`src/rtl/dump_pkg.sv`:
```
// dump_pkg: shared types, EEPROM command layout and command builder for the capture-RAM dump controller.
//   Exports: dump_state_e (controller states), EE_* field positions and values, build_ee_cmd().
package dump_pkg;

    typedef enum logic [3:0] {
        IDLE      = 4'd0,
        RD_GAIN   = 4'd1,
        RD_OFFSET = 4'd2,
        RD_JUNK   = 4'd3,
        EE_WAIT   = 4'd4,
        UART_WAIT = 4'd5,
        INC       = 4'd6,
        CHECK     = 4'd7,
        DONE      = 4'd8
    } dump_state_e;

    // EEPROM read command: {prefix[15:14], ch[13:12], gain[11:9], sel[8], 8'h00}
    localparam logic [1:0] EE_PREFIX     = 2'b00;
    localparam int         EE_PREFIX_LSB = 14;
    localparam int         EE_CH_LSB     = 12;
    localparam int         EE_GAIN_LSB   = 9;
    localparam int         EE_SEL_BIT    = 8;
    localparam logic       EE_SEL_GAIN   = 1'b1;
    localparam logic       EE_SEL_OFFSET = 1'b0;

    function automatic logic [15:0] build_ee_cmd(input logic [1:0] ch, input logic [2:0] gain,
                                                 input logic sel);
        logic [15:0] cmd;
        cmd = '0;
        cmd[EE_PREFIX_LSB +: 2] = EE_PREFIX;
        cmd[EE_CH_LSB +: 2]     = ch;
        cmd[EE_GAIN_LSB +: 3]   = gain;
        cmd[EE_SEL_BIT]         = sel;
        return cmd;
    endfunction

endpackage

```
`src/rtl/dump_len_cnt.sv`:
```
// dump_len_cnt: latches the effective dump length and counts samples sent.
//   clk, rst_n : clock, asynchronous active-low reset
//   load       : latch effective length from dump_len and clear the counter
//   inc        : advance the sample counter by one
//   dump_len   : requested length; 0 or anything above the RAM depth means full depth
//   done       : counter has reached the latched length
module dump_len_cnt
    import dump_pkg::*;
#(
    parameter int ADDR_W = 9
) (
    input  logic            clk,
    input  logic            rst_n,
    input  logic            load,
    input  logic            inc,
    input  logic [ADDR_W:0] dump_len,
    output logic            done
);

    localparam logic [ADDR_W:0] DEPTH = {1'b1, {ADDR_W{1'b0}}};

    logic [ADDR_W:0] len_q, len_d;
    logic [ADDR_W:0] cnt_q, cnt_d;
    logic [ADDR_W:0] eff_len;

    always_comb begin
        eff_len = (dump_len == '0 || dump_len > DEPTH) ? DEPTH : dump_len;
        len_d   = load ? eff_len : len_q;
        cnt_d   = load ? '0 : inc ? cnt_q + (ADDR_W+1)'(1) : cnt_q;
    end

    always_ff @(posedge clk or negedge rst_n) begin
        if (!rst_n) begin
            len_q <= '0;
            cnt_q <= '0;
        end else begin
            len_q <= len_d;
            cnt_q <= cnt_d;
        end
    end

    // Completion is counter-based so a full-depth dump from any start address sends exactly DEPTH samples.
    assign done = cnt_q == len_q;

endmodule

```
`src/rtl/dump_ctrl_gen.sv`:
```
// dump_ctrl_gen: capture-RAM dump controller (EEPROM calibration fetch over SPI, then sample stream to UART).
//   Optional feature macro: DUMP_ABORT_EN (adds abort input and dump_aborted output).
//   clk, rst_n      : clock, asynchronous active-low reset
//   start_dump      : single-cycle request, honoured only in IDLE
//   channel         : requested channel
//   dump_len        : samples to send (0 or > RAM depth means full depth)
//   afe_gain        : packed per-channel gain codes
//   addr            : external RAM address counter
//   spi_rdy/uart_rdy: SPI master / UART transmitter ready
//   start_spi, spi_tx_data, flop_gain, flop_offset : EEPROM transaction control
//   start_uart, inc_addr : sample send and address advance pulses
//   ch_sel, dump_en, dump_done, dump_err : latched channel and status
//   abort, dump_aborted  : (DUMP_ABORT_EN only) forced return to IDLE
module dump_ctrl_gen
    import dump_pkg::*;
#(
    parameter int NUM_CH = 3,
    parameter int ADDR_W = 9,
    parameter int GAIN_W = 3,
    parameter int CH_W   = 2
) (
    input  logic                     clk,
    input  logic                     rst_n,
    input  logic                     start_dump,
    input  logic [CH_W-1:0]          channel,
    input  logic [ADDR_W:0]          dump_len,
    input  logic [NUM_CH*GAIN_W-1:0] afe_gain,
    input  logic [ADDR_W-1:0]        addr,
    input  logic                     spi_rdy,
    input  logic                     uart_rdy,
    output logic                     start_spi,
    output logic [15:0]              spi_tx_data,
    output logic                     flop_gain,
    output logic                     flop_offset,
    output logic                     start_uart,
    output logic                     inc_addr,
    output logic [CH_W-1:0]          ch_sel,
    output logic                     dump_en,
    output logic                     dump_done,
    output logic                     dump_err
`ifdef DUMP_ABORT_EN
    ,
    input  logic                     abort,
    output logic                     dump_aborted
`endif
);

    dump_state_e       state_q, state_d;
    logic [CH_W-1:0]   ch_sel_q, ch_sel_d;
    logic [ADDR_W-1:0] start_addr_q, start_addr_d;
    logic [2:0]        gsel;
    logic              ch_ok;
    logic              load;
    logic              cnt_done;
    logic              unused_start_addr;

    dump_len_cnt #(.ADDR_W(ADDR_W)) u_len_cnt (
        .clk      (clk),
        .rst_n    (rst_n),
        .load     (load),
        .inc      (inc_addr),
        .dump_len (dump_len),
        .done     (cnt_done)
    );

    // Gain code of the latched channel, zero-extended to the 3-bit command field.
    always_comb begin
        gsel = '0;
        for (int i = 0; i < NUM_CH; i++)
            if (ch_sel_q == CH_W'(i)) gsel = 3'(afe_gain[i*GAIN_W +: GAIN_W]);
    end

    assign ch_ok = 32'(channel) < NUM_CH;

    always_comb begin
        state_d      = state_q;
        ch_sel_d     = ch_sel_q;
        start_addr_d = start_addr_q;
        load         = 1'b0;
        start_spi    = 1'b0;
        spi_tx_data  = '0;
        flop_gain    = 1'b0;
        flop_offset  = 1'b0;
        start_uart   = 1'b0;
        inc_addr     = 1'b0;
        dump_done    = 1'b0;
        dump_err     = 1'b0;
`ifdef DUMP_ABORT_EN
        dump_aborted = 1'b0;
`endif
        case (state_q)
            IDLE: begin
                if (start_dump && ch_ok) begin
                    load         = 1'b1;
                    ch_sel_d     = channel;
                    start_addr_d = addr;
                    state_d      = RD_GAIN;
                end
                dump_err = start_dump && !ch_ok;
            end
            RD_GAIN: if (spi_rdy) begin
                start_spi   = 1'b1;
                spi_tx_data = build_ee_cmd(ch_sel_q, gsel, EE_SEL_GAIN);
                state_d     = RD_OFFSET;
            end
            RD_OFFSET: if (spi_rdy) begin
                start_spi   = 1'b1;
                spi_tx_data = build_ee_cmd(ch_sel_q, gsel, EE_SEL_OFFSET);
                state_d     = RD_JUNK;
            end
            // The gain word arrives while the dummy transaction clocks out the offset word.
            RD_JUNK: if (spi_rdy) begin
                flop_gain   = 1'b1;
                start_spi   = 1'b1;
                spi_tx_data = build_ee_cmd(ch_sel_q, gsel, EE_SEL_OFFSET);
                state_d     = EE_WAIT;
            end
            EE_WAIT: if (spi_rdy) begin
                flop_offset = 1'b1;
                state_d     = UART_WAIT;
            end
            UART_WAIT: if (uart_rdy) begin
                start_uart = 1'b1;
                state_d    = INC;
            end
            INC: begin
                inc_addr = 1'b1;
                state_d  = CHECK;
            end
            CHECK: state_d = cnt_done ? DONE : UART_WAIT;
            DONE: if (uart_rdy) begin
                dump_done = 1'b1;
                state_d   = IDLE;
            end
            default: state_d = IDLE;
        endcase
`ifdef DUMP_ABORT_EN
        // Abort overrides every transition and suppresses all handshake pulses.
        if (abort && state_q != IDLE) begin
            state_d      = IDLE;
            start_spi    = 1'b0;
            spi_tx_data  = '0;
            flop_gain    = 1'b0;
            flop_offset  = 1'b0;
            start_uart   = 1'b0;
            inc_addr     = 1'b0;
            dump_done    = 1'b0;
            dump_aborted = 1'b1;
        end
`endif
    end

    always_ff @(posedge clk or negedge rst_n) begin
        if (!rst_n) begin
            state_q      <= IDLE;
            ch_sel_q     <= '0;
            start_addr_q <= '0;
        end else begin
            state_q      <= state_d;
            ch_sel_q     <= ch_sel_d;
            start_addr_q <= start_addr_d;
        end
    end

    // The start address is held for the dump's duration but completion never consults it.
    assign unused_start_addr = ^start_addr_q;

    assign ch_sel  = ch_sel_q;
    assign dump_en = state_q != IDLE;

endmodule

```
`config.mk`:
```
export PLATFORM = sky130hd
export DESIGN_NAME = dump_ctrl_gen
export DESIGN_NICKNAME = d
export VERILOG_FILES = /design/src/rtl/dump_pkg.sv /design/src/rtl/dump_len_cnt.sv /design/src/rtl/dump_ctrl_gen.sv
export SDC_FILE = /design/constraint.sdc
export NUM_CORES = 1
export LEC_CHECK = 0
export CELL_PAD_IN_SITES_DETAIL_PLACEMENT = 0
export CELL_PAD_IN_SITES_GLOBAL_PLACEMENT = 1
export CORE_MARGIN = 4
export CORE_UTILIZATION = 32
export CTS_CLUSTER_DIAMETER = 60
export CTS_CLUSTER_SIZE = 24
export DETAILED_ROUTE_END_ITERATION = 6
export PLACE_DENSITY_LB_ADDON = 0.12
export SETUP_SLACK_MARGIN = 0.02
export SKIP_CTS_REPAIR_TIMING = 1
export SLEW_MARGIN = 10
export SYNTH_ARGS = -nofsm -noshare
export SYNTH_HDL_FRONTEND = slang
export SYNTH_SLANG_ARGS = --single-unit
```
`constraint.sdc`:
```
create_clock -name clk -period 1.7 [get_ports clk]
set_input_delay 0.17 -clock clk [delete_from_list [all_inputs] [get_ports clk]]
set_output_delay 0.17 -clock clk [all_outputs]
set_load 0.1 [all_outputs]
```
==> metrics.txt, run 1 <==
die width 79.6 µm; status finished with violations; count of state elements after synthesis 26; Synth Cell Area 0.00164 mm²; crit path kind reg2out; initial antenna violation count 0; Final Skew 0.00271 ns; Final Hold Fails 0; CP bufs+invs 2; synth unique cells 36; Initial Util 33.9%; CTS Buffer Depth 2; Period Utilization, post-route 108%; PwrDens 1530 mW/mm²; grt total ovfl 0; CP max FO 6; Final Cell Area 0.00263 mm²; max incr delay on CP 0.48 ns; RSZ-0062 raised after global routing true; clk root buf clkbuf_8; placed inst area 0.00241 mm²; row cnt 25; first-pass GRT wire length 7120 µm; critical-path cell list nor2_2 > or3_4 > inv_12 > and2_4 > buf_12; Worst EP required 1.53 ns; peak supply drop 0.000971 V; Tot Pwr 4.03 mW; WL/cell 13.4 µm; Clock Latency Late Sink 0.27 ns; Iteration-0 DRC Markers 105; drt drc 0; DR vias 1,536; Async S/R FF share, synth 100%; CTS Buf Count 3; Worst EP arrival 1.67 ns; Max Freq 543 MHz; Die Ht 79.6 µm; met2 global-route usage 24.1%; HPWL Detailed 3360 µm; CP endpoint kind primary output; share of layout cells above drive strength 1 28.9%; antenna diode count 0; clk slew on worst S/H paths 0.09 ns; Tmin final 1.84 ns; core footprint 0.00485 mm²; mean post-synth cell area 8.42 µm²; Critical Path Slowest Stage Cell or3_4; setup slack after layout -0.142 ns; maxcap violations 0; routability cong. 0.753; failing checks negative setup slack; met3 usage 3.16%; CTS sink cnt 26; global route hottest layer met2; CP Launch Type flop; Min-Delay Path Class in2async; vias in the first global route 1,479; CTS H-tree lvls 1; Max Slew Vio Count 0; TritonRoute pass-1 iters 4; largest net degree at the start of global routing 27; final setup vio count 7; CTS tree built; Main synth FF type dfrtp_1; Layout area overhead 60.3%; leakage 1.15 nW; GR Util All Layers 14.1%; grt met1 use 18.7%; post-synthesis sequential area ratio 39.6%; number of synthesized flops with an enable pin 0; gate count of the mapped netlist 195; Via density 4.76; fin nets 293; Die ar. 0.00634 mm²; crit-path leading delay family simple AND/OR/NAND/NOR gates; Port Buf Inserts 41; I/O pin count 61; Routed WL 4340 µm; ANT nets after route 0; Synth warnings 0
[registers in the layout, indices dropped and copies added (netlist names)]
| name | flops |
|---|---|
| state_q | 4 |
| u_len_cnt.cnt_q | 10 |
| ch_sel | 2 |
| u_len_cnt.len_q | 10 |
[cell type report]
| cell class | instances | area [µm²] |
|---|---|---|
| fill | 429 | 2220 |
| multi-input combinational | 156 | 1010 |
| timing repair buffer | 66 | 797 |
| sequential | 26 | 662 |
| tap | 67 | 83.8 |
| clock buffer | 4 | 45.0 |
| inverter | 4 | 35.0 |
[worst register-to-register path: cells and delay by family (launching register included)]
kind                   cells  cell delay, ns
flip-flops                 1            0.38
buffers and inverters      4            0.54
AND/OR/NAND/NOR            2            0.47
AO/OA/AOI/OAI              1            0.14
[per-layer routing]
layer	vias up	share of wire, %
li1	771	-
met1	729	45
met2	34	51
met3	2	4.1
met4	0	0.18
met5	-	0
[kinds of logic (layout without fill, tap and decap cells)]
logic type	after synthesis	count (layout)	synth area share, %
multiplexers	3	3	1.83
XOR/XNOR	18	18	9.60
AND/OR/NAND/NOR	101	101	31.9
buffers and inverters	22	74	7.55
AO/OA/AOI/OAI	23	23	8.54
adder cells (fa/ha/maj)	1	1	0.762
flip-flops	26	26	39.6
other	1	10	0.228
[cell usage after synthesis, types with 2 or more instances]
library cell / number / area share (%)
o21ai_0: 3 / 0.91
or3_1: 3 / 1.1
nand3b_1: 10 / 4.6
nor2_1: 27 / 6.2
buf_4: 10 / 4.6
xnor2_1: 5 / 2.7
nor3_1: 4 / 1.2
buf_2: 3 / 0.91
mux2i_1: 3 / 1.8
nand3_1: 3 / 0.91
nand4_1: 4 / 1.5
a31oi_1: 3 / 1.1
a21oi_1: 10 / 3.0
nand2b_1: 3 / 1.1
inv_1: 2 / 0.46
nor2b_1: 2 / 0.76
xor2_1: 13 / 6.9
o22a_1: 3 / 1.6
inv_2: 2 / 0.46
dfrtp_1: 26 / 40
nor4_1: 3 / 1.1
and2_1: 2 / 0.76
clkbuf_1: 5 / 1.1
nor4_2: 3 / 2.3
and3_1: 3 / 1.1
nand2_1: 30 / 6.9
[report_power, final]
part	internal, mW	total [mW]	switching [mW]
logic	1.06	2.44	1.38
registers	0.885	1.24	0.356
clock network	0.168	0.355	0.187
total	2.11	4.03	1.92
[cell usage in the layout, fill, tap and decap left out, drive strengths merged, types with 4 or more instances in the layout]
cell type,Yosys,routed
nor4,6,6
xor2,13,13
xnor2,5,5
nor2,27,27
dfrtp,26,26
a21oi,10,10
inv,4,4
conb,1,10
nand4,4,4
nor3,4,4
clkbuf,5,4
nand2,30,30
clkdlybuf4s50,0,25
buf,13,41
nand3b,10,10
[metrics by stage]
stage	TNS (ns)	setup WS (ns)	util (%)	hold WS, ns	instances
after floorplan	-0.492	-0.170	-	-0.126	204
after global placement	-0.148	-0.0582	49.7	0.482	308
after detailed placement	-0.221	-0.0680	49.7	0.483	308
after CTS	-1.93	-0.247	50.6	0.282	312
after global routing	-1.17	-0.190	54.3	0.305	323
final	-0.658	-0.142	54.3	0.266	323
[worst paths after layout]
kind                                      end               start  cells after the start  slack (ns)
setup reg to reg           u_len_cnt.cnt_q[3]          state_q[2]                      7        0.11
min in group clk           u_len_cnt.len_q[0]         dump_len[0]                      3        0.49
setup / recovery              spi_tx_data[13]          state_q[0]                      5       -0.14
hold / removal                     state_q[1]               rst_n                      2        0.27
max in group asynchronous           ch_sel[0]               rst_n                      2        1.15
hold reg to reg            u_len_cnt.len_q[2]  u_len_cnt.len_q[2]                      2        0.50
No activity file was read; power rests on OpenSTA's default activity.
==> run 2: changes to the inputs <==
--- a/config.mk
+++ b/config.mk
@@ -8,7 +8,7 @@
 export CELL_PAD_IN_SITES_DETAIL_PLACEMENT = 0
 export CELL_PAD_IN_SITES_GLOBAL_PLACEMENT = 1
 export CORE_MARGIN = 4
-export CORE_UTILIZATION = 32
+export CORE_UTILIZATION = 34
 export CTS_CLUSTER_DIAMETER = 60
 export CTS_CLUSTER_SIZE = 24
 export DETAILED_ROUTE_END_ITERATION = 6
==> constraint.sdc (replaced) <==
create_clock -name clk -period 2.4 [get_ports clk]
set_input_delay 0.24 -clock clk [delete_from_list [all_inputs] [get_ports clk]]
set_output_delay 0.24 -clock clk [all_outputs]
set_load 0.1 [all_outputs]
==> run 2 against run 1 <==
  * The run now ends clean
  * Flip-flop and latch count unchanged
  * Wire length down 12%
  * Largest cell class unchanged
  * Final cell count fell by 11%
  * Clock-buffer cell count stayed put
  * Final area decreased by 15%
  * Critical path depth is the same
==> metrics.txt, run 2 (synthesis results as in run 1) <==
status finished clean; largest net degree at the start of global routing 27; Tmin final 2.23 ns; Max Slew Vio Count 0; CP Launch Type flop; maxcap violations 0; worst rel slew slack 58.8%; most frequent cells in the layout 30 x nand2_1, 26 x dfrtp_1, 25 x clkdlybuf4s50_1; footprint of the multi-input gates 918 µm²; first-pass GRT wire length 6420 µm; PwrDens 1090 mW/mm²; CTS H-tree lvls 1; crit path kind reg2out; Via density 4.84; CP endpoint kind primary output; peak supply drop 0.000448 V; Placed Cells incl. Taps 283; Clock Latency Late Sink 0.28 ns; leakage 0.985 nW; WL/cell 13.3 µm; Die Ht 77.5 µm; CTS Buf Count 3; fin nets 270; TritonRoute pass-1 iters 4; biggest regs u_len_cnt.cnt_q (10), u_len_cnt.len_q (10), state_q (4); antenna diode count 0; Layout area overhead 35.8%; Final Hold Fails 0; Seq. cell area 651 µm²; Worst EP arrival 1.99 ns; final setup vio count 0; Final Non-Filler Cells 287; Worst EP required 2.16 ns; die width 77.5 µm; Die ar. 0.00600 mm²; RSZ-0062 raised after global routing false; worst-margin pin slew 0.612 ns; # fillers 454; CTS Buffer Depth 2; CP max FO 16; grt total ovfl 0; Min-Delay Path Class in2async; CTS tree built; ANT nets after route 0; share of layout cells above drive strength 1 15.5%; placed inst area 0.00217 mm²; CTS sink cnt 26; clk slew on worst S/H paths 0.10 ns; initial antenna violation count 0; core footprint 0.00469 mm²; routability cong. 0.733; Final Cell Area 0.00223 mm²; reg-to-reg setup timing slack 0.48 ns; row cnt 25; DR vias 1,388; Final Skew 0.0155 ns; drt drc 0; Routed WL 3800 µm; clk root buf clkbuf_8; Period Utilization, post-route 92.7%; I/O pin count 61; Initial Util 35.0%; Iteration-0 DRC Markers 118; GR Util All Layers 13.2%; HPWL Detailed 3040 µm; most common library cell in the layout ignoring fill and taps nand2_1; Port Buf Inserts 41; Max Freq 449 MHz; vias in the first global route 1,326
run 2: cell type report:
class	count	share of cell area [%]
tap	54	3.03
timing repair buffer	43	23.5
clock buffer	4	2.47
multi-input combinational	156	41.2
sequential	26	29.2
inverter	4	0.673
run 2: per-stage QoR:
| stage | utilization [%] | setup slack [ns] | hold WS, ns | setup TNS [ns] | power (mW) |
|---|---|---|---|---|---|
| after floorplan | - | -0.0839 | -0.0556 | -0.252 | 1.82 |
| after global placement | 46.3 | 0.343 | 0.484 | 0 | 2.14 |
| after detailed placement | 46.3 | 0.313 | 0.486 | 0 | 2.16 |
| after CTS | 47.5 | 0.173 | 0.340 | 0 | 2.45 |
| after global routing | 47.5 | 0.0768 | 0.361 | 0 | 2.60 |
| final | 47.5 | 0.175 | 0.322 | 0 | 2.43 |
run 2: worst paths after layout:
check,startpoint,end,cells past startpoint
min,rst_n,state_q[3],2
min in group clk,u_len_cnt.len_q[5],u_len_cnt.len_q[5],2
max in group asynchronous,rst_n,ch_sel[1],2
max,state_q[1],spi_tx_data[12],5
min reg2reg,u_len_cnt.len_q[5],u_len_cnt.len_q[5],2
max reg2reg,state_q[1],u_len_cnt.cnt_q[6],4
run 2: routing by layer:
layer,GRT usage (%),share of wire (%),wire length [µm]
met3,3.83,4.3,163
met4,2.49,0.55,21
met1,17.3,47,1810
met2,21.8,48,1810
met5,0,0,0
run 2: critical path, cell delays in order (launching register included):
cell and delay (ns):
dfrtp_1 0.65, nor2_1 0.10, or3_1 0.47, inv_2 0.13
and2_2 0.17, buf_12 0.17
run 2: power breakdown:
group / switching [mW] / internal [mW] / total (mW) / leakage, nW
Combinational: 0.806 / 0.456 / 1.26 / 0.625
Clock: 0.135 / 0.147 / 0.282 / 0.0288
Sequential: 0.273 / 0.610 / 0.884 / 0.331
==> run 3: changes to the inputs <==
==> constraint.sdc (replaced) <==
create_clock -name clk -period 2.4 [get_ports clk]
set_input_delay 0.24 -clock clk [delete_from_list [all_inputs] [get_ports clk]]
set_output_delay 0.24 -clock clk [all_outputs]
set_load 0.05 [all_outputs]
==> run 3 against run 2 <==
  * Critical path depth is the same
  * First-iteration DRC count grew 7.6%
  * Final cell count grew 0.70%
  * Register-to-register slack gained 0.07 ns
  * Sequential power shrank 4.9%
  * Via count grew 5.4%
  * Final area is essentially flat
  * Flip-flop and latch count is the same
  * Sequential share of layout area is essentially flat
  * Clock power grew 27%
  * Fmax grew 4.1%
  * Die area is the same
  * Largest power group unchanged
==> metrics.txt, run 3 (synthesis results as in run 1) <==
Max Slew Vio Count 0; logic gate share of total power 46.8%; Initial Util 35.0%; largest net degree at the start of global routing 27; GR Util All Layers 13.7%; worst rel slew slack 58.0%; reg-to-reg setup timing slack 0.55 ns; Layout area overhead 35.7%; biggest regs u_len_cnt.cnt_q (10), u_len_cnt.len_q (10), state_q (4); Final Hold Fails 0; # fillers 465; worst-margin pin slew 0.624 ns; internal power 1.28 mW; status finished clean; core footprint 0.00469 mm²; Final Skew 0.00153 ns; HPWL Detailed 3130 µm; CP max FO 13; fin nets 272; leakage 0.993 nW; antenna diode count 0; TritonRoute pass-1 iters 4; I/O pin count 61; Iteration-0 DRC Markers 127; most frequent cells in the layout 30 x nand2_1, 27 x nor2_1, 27 x clkdlybuf4s50_1; grt total ovfl 0; setup tns final 0 ns; sw frac 43.2%; clk root buf clkbuf_8; Worst EP required 2.16 ns; Die Ht 77.5 µm; peak supply drop 0.000298 V; P_sw 0.974 mW; die width 77.5 µm; CTS sink cnt 26; CP endpoint kind primary output; critical-path cell list nand2b_1 > or3_1 > inv_2 > and2_1 > buf_12; CTS H-tree lvls 1; clk slew on worst S/H paths 0.09 ns; CP Launch Type flop; setup slack after layout 0.263 ns; part of the power in registers 37.3%; Die ar. 0.00600 mm²; vias in the first global route 1,443; final setup vio count 0; CTS Buffer Depth 2; Period Utilization, post-route 89.1%; first-pass GRT wire length 6710 µm; crit path kind reg2out; Min-Delay Path Class in2async; maxcap violations 0; worst slack, placed 0.352 ns; WL/cell 13.3 µm; DR vias 1,463; Worst EP arrival 1.90 ns; PwrDens 1010 mW/mm²; routability cong. 0.714; Tmin final 2.14 ns; CTS Buf Count 3; Routed WL 3850 µm; CTS tree built; drt drc 0; clock share of power 15.9%; most common library cell in the layout ignoring fill and taps nand2_1; Port Buf Inserts 41; Clock Latency Late Sink 0.27 ns; Seq. cell area 651 µm²; initial antenna violation count 0; footprint of the multi-input gates 901 µm²; row cnt 25; Max Freq 468 MHz; ANT nets after route 0; share of layout cells above drive strength 1 11.5%; RSZ-0062 raised after global routing false; Critical Path Slowest Stage Cell dfrtp_1; max incr delay on CP 0.51 ns; Via density 5.06
==> run 3: cell types whose count changed in the layout (fill, tap and decap cells not counted) <==
cell	delta
nor2_1	+6
nor2_2	-6
and2_1	+2
and2_2	-2
buf_12	-2
clkdlybuf4s50_1	+2
buf_4	+1
bufinv_16	+1
clkbuf_8	-1
dlymetal6s2s_1	+1
==> run 3: area by class of cell <==
class                           instances  share of cell area (%)
Multi-Input combinational cell        156                    40.4
Sequential cell                        26                    29.2
Timing Repair Buffer                   45                    23.5
Tap cell                               54                    3.03
Clock buffer                            3                    1.85
Clock inverter                          1                    1.35
Inverter                                4                   0.674
==> run 3: stage by stage <==
step           hold slack, ns  cells  util, %  area (µm²)  power, mW
5_1_grt                 0.371    289     47.5        2230       2.43
2_1_floorplan         -0.0556    204        -        1680       1.58
3_5_place_dp            0.483    285     45.9        2150       1.92
6_report                0.331    289     47.5        2230       2.26
3_3_place_gp            0.481    285     45.9        2150       1.89
4_1_cts                 0.343    289     47.4        2230       2.28
==> run 3: final timing paths <==
path,start,endpoint,cells past startpoint
worst max-delay path,state_q[2],spi_tx_data[13],5
worst min-delay path,rst_n,state_q[1],2
worst max register to register,state_q[0],u_len_cnt.cnt_q[6],5
worst min register to register,u_len_cnt.len_q[7],u_len_cnt.len_q[7],2
max in group asynchronous,rst_n,u_len_cnt.cnt_q[1],2
min in group clk,u_len_cnt.len_q[7],u_len_cnt.len_q[7],2
==> run 3: metal layers <==
| layer | GRT usage (%) | vias up | part of all wire [%] |
|---|---|---|---|
| li1 | - | 727 | - |
| met1 | 17.0 | 696 | 45 |
| met2 | 24.0 | 38 | 50 |
| met3 | 3.02 | 2 | 3.8 |
| met4 | 3.56 | 0 | 0.91 |
| met5 | 0 | - | 0 |
==> run 3: power groups by stage <==
stage | clock, mW | combinational (mW) | sequential (mW)
after CTS | 0.370 | 1.07 | 0.845
after global routing | 0.394 | 1.16 | 0.876
after detailed placement | 0 | 1.06 | 0.853
after floorplan | 0 | 0.749 | 0.830
final | 0.359 | 1.06 | 0.841
after global placement | 0 | 1.04 | 0.845
==> run 3: critical path, delay by kind of cell, from the launching register on <==
kind / cells / cell delay, ns
flops: 1 / 0.51
buf+inv: 2 / 0.27
simple gates: 3 / 0.85
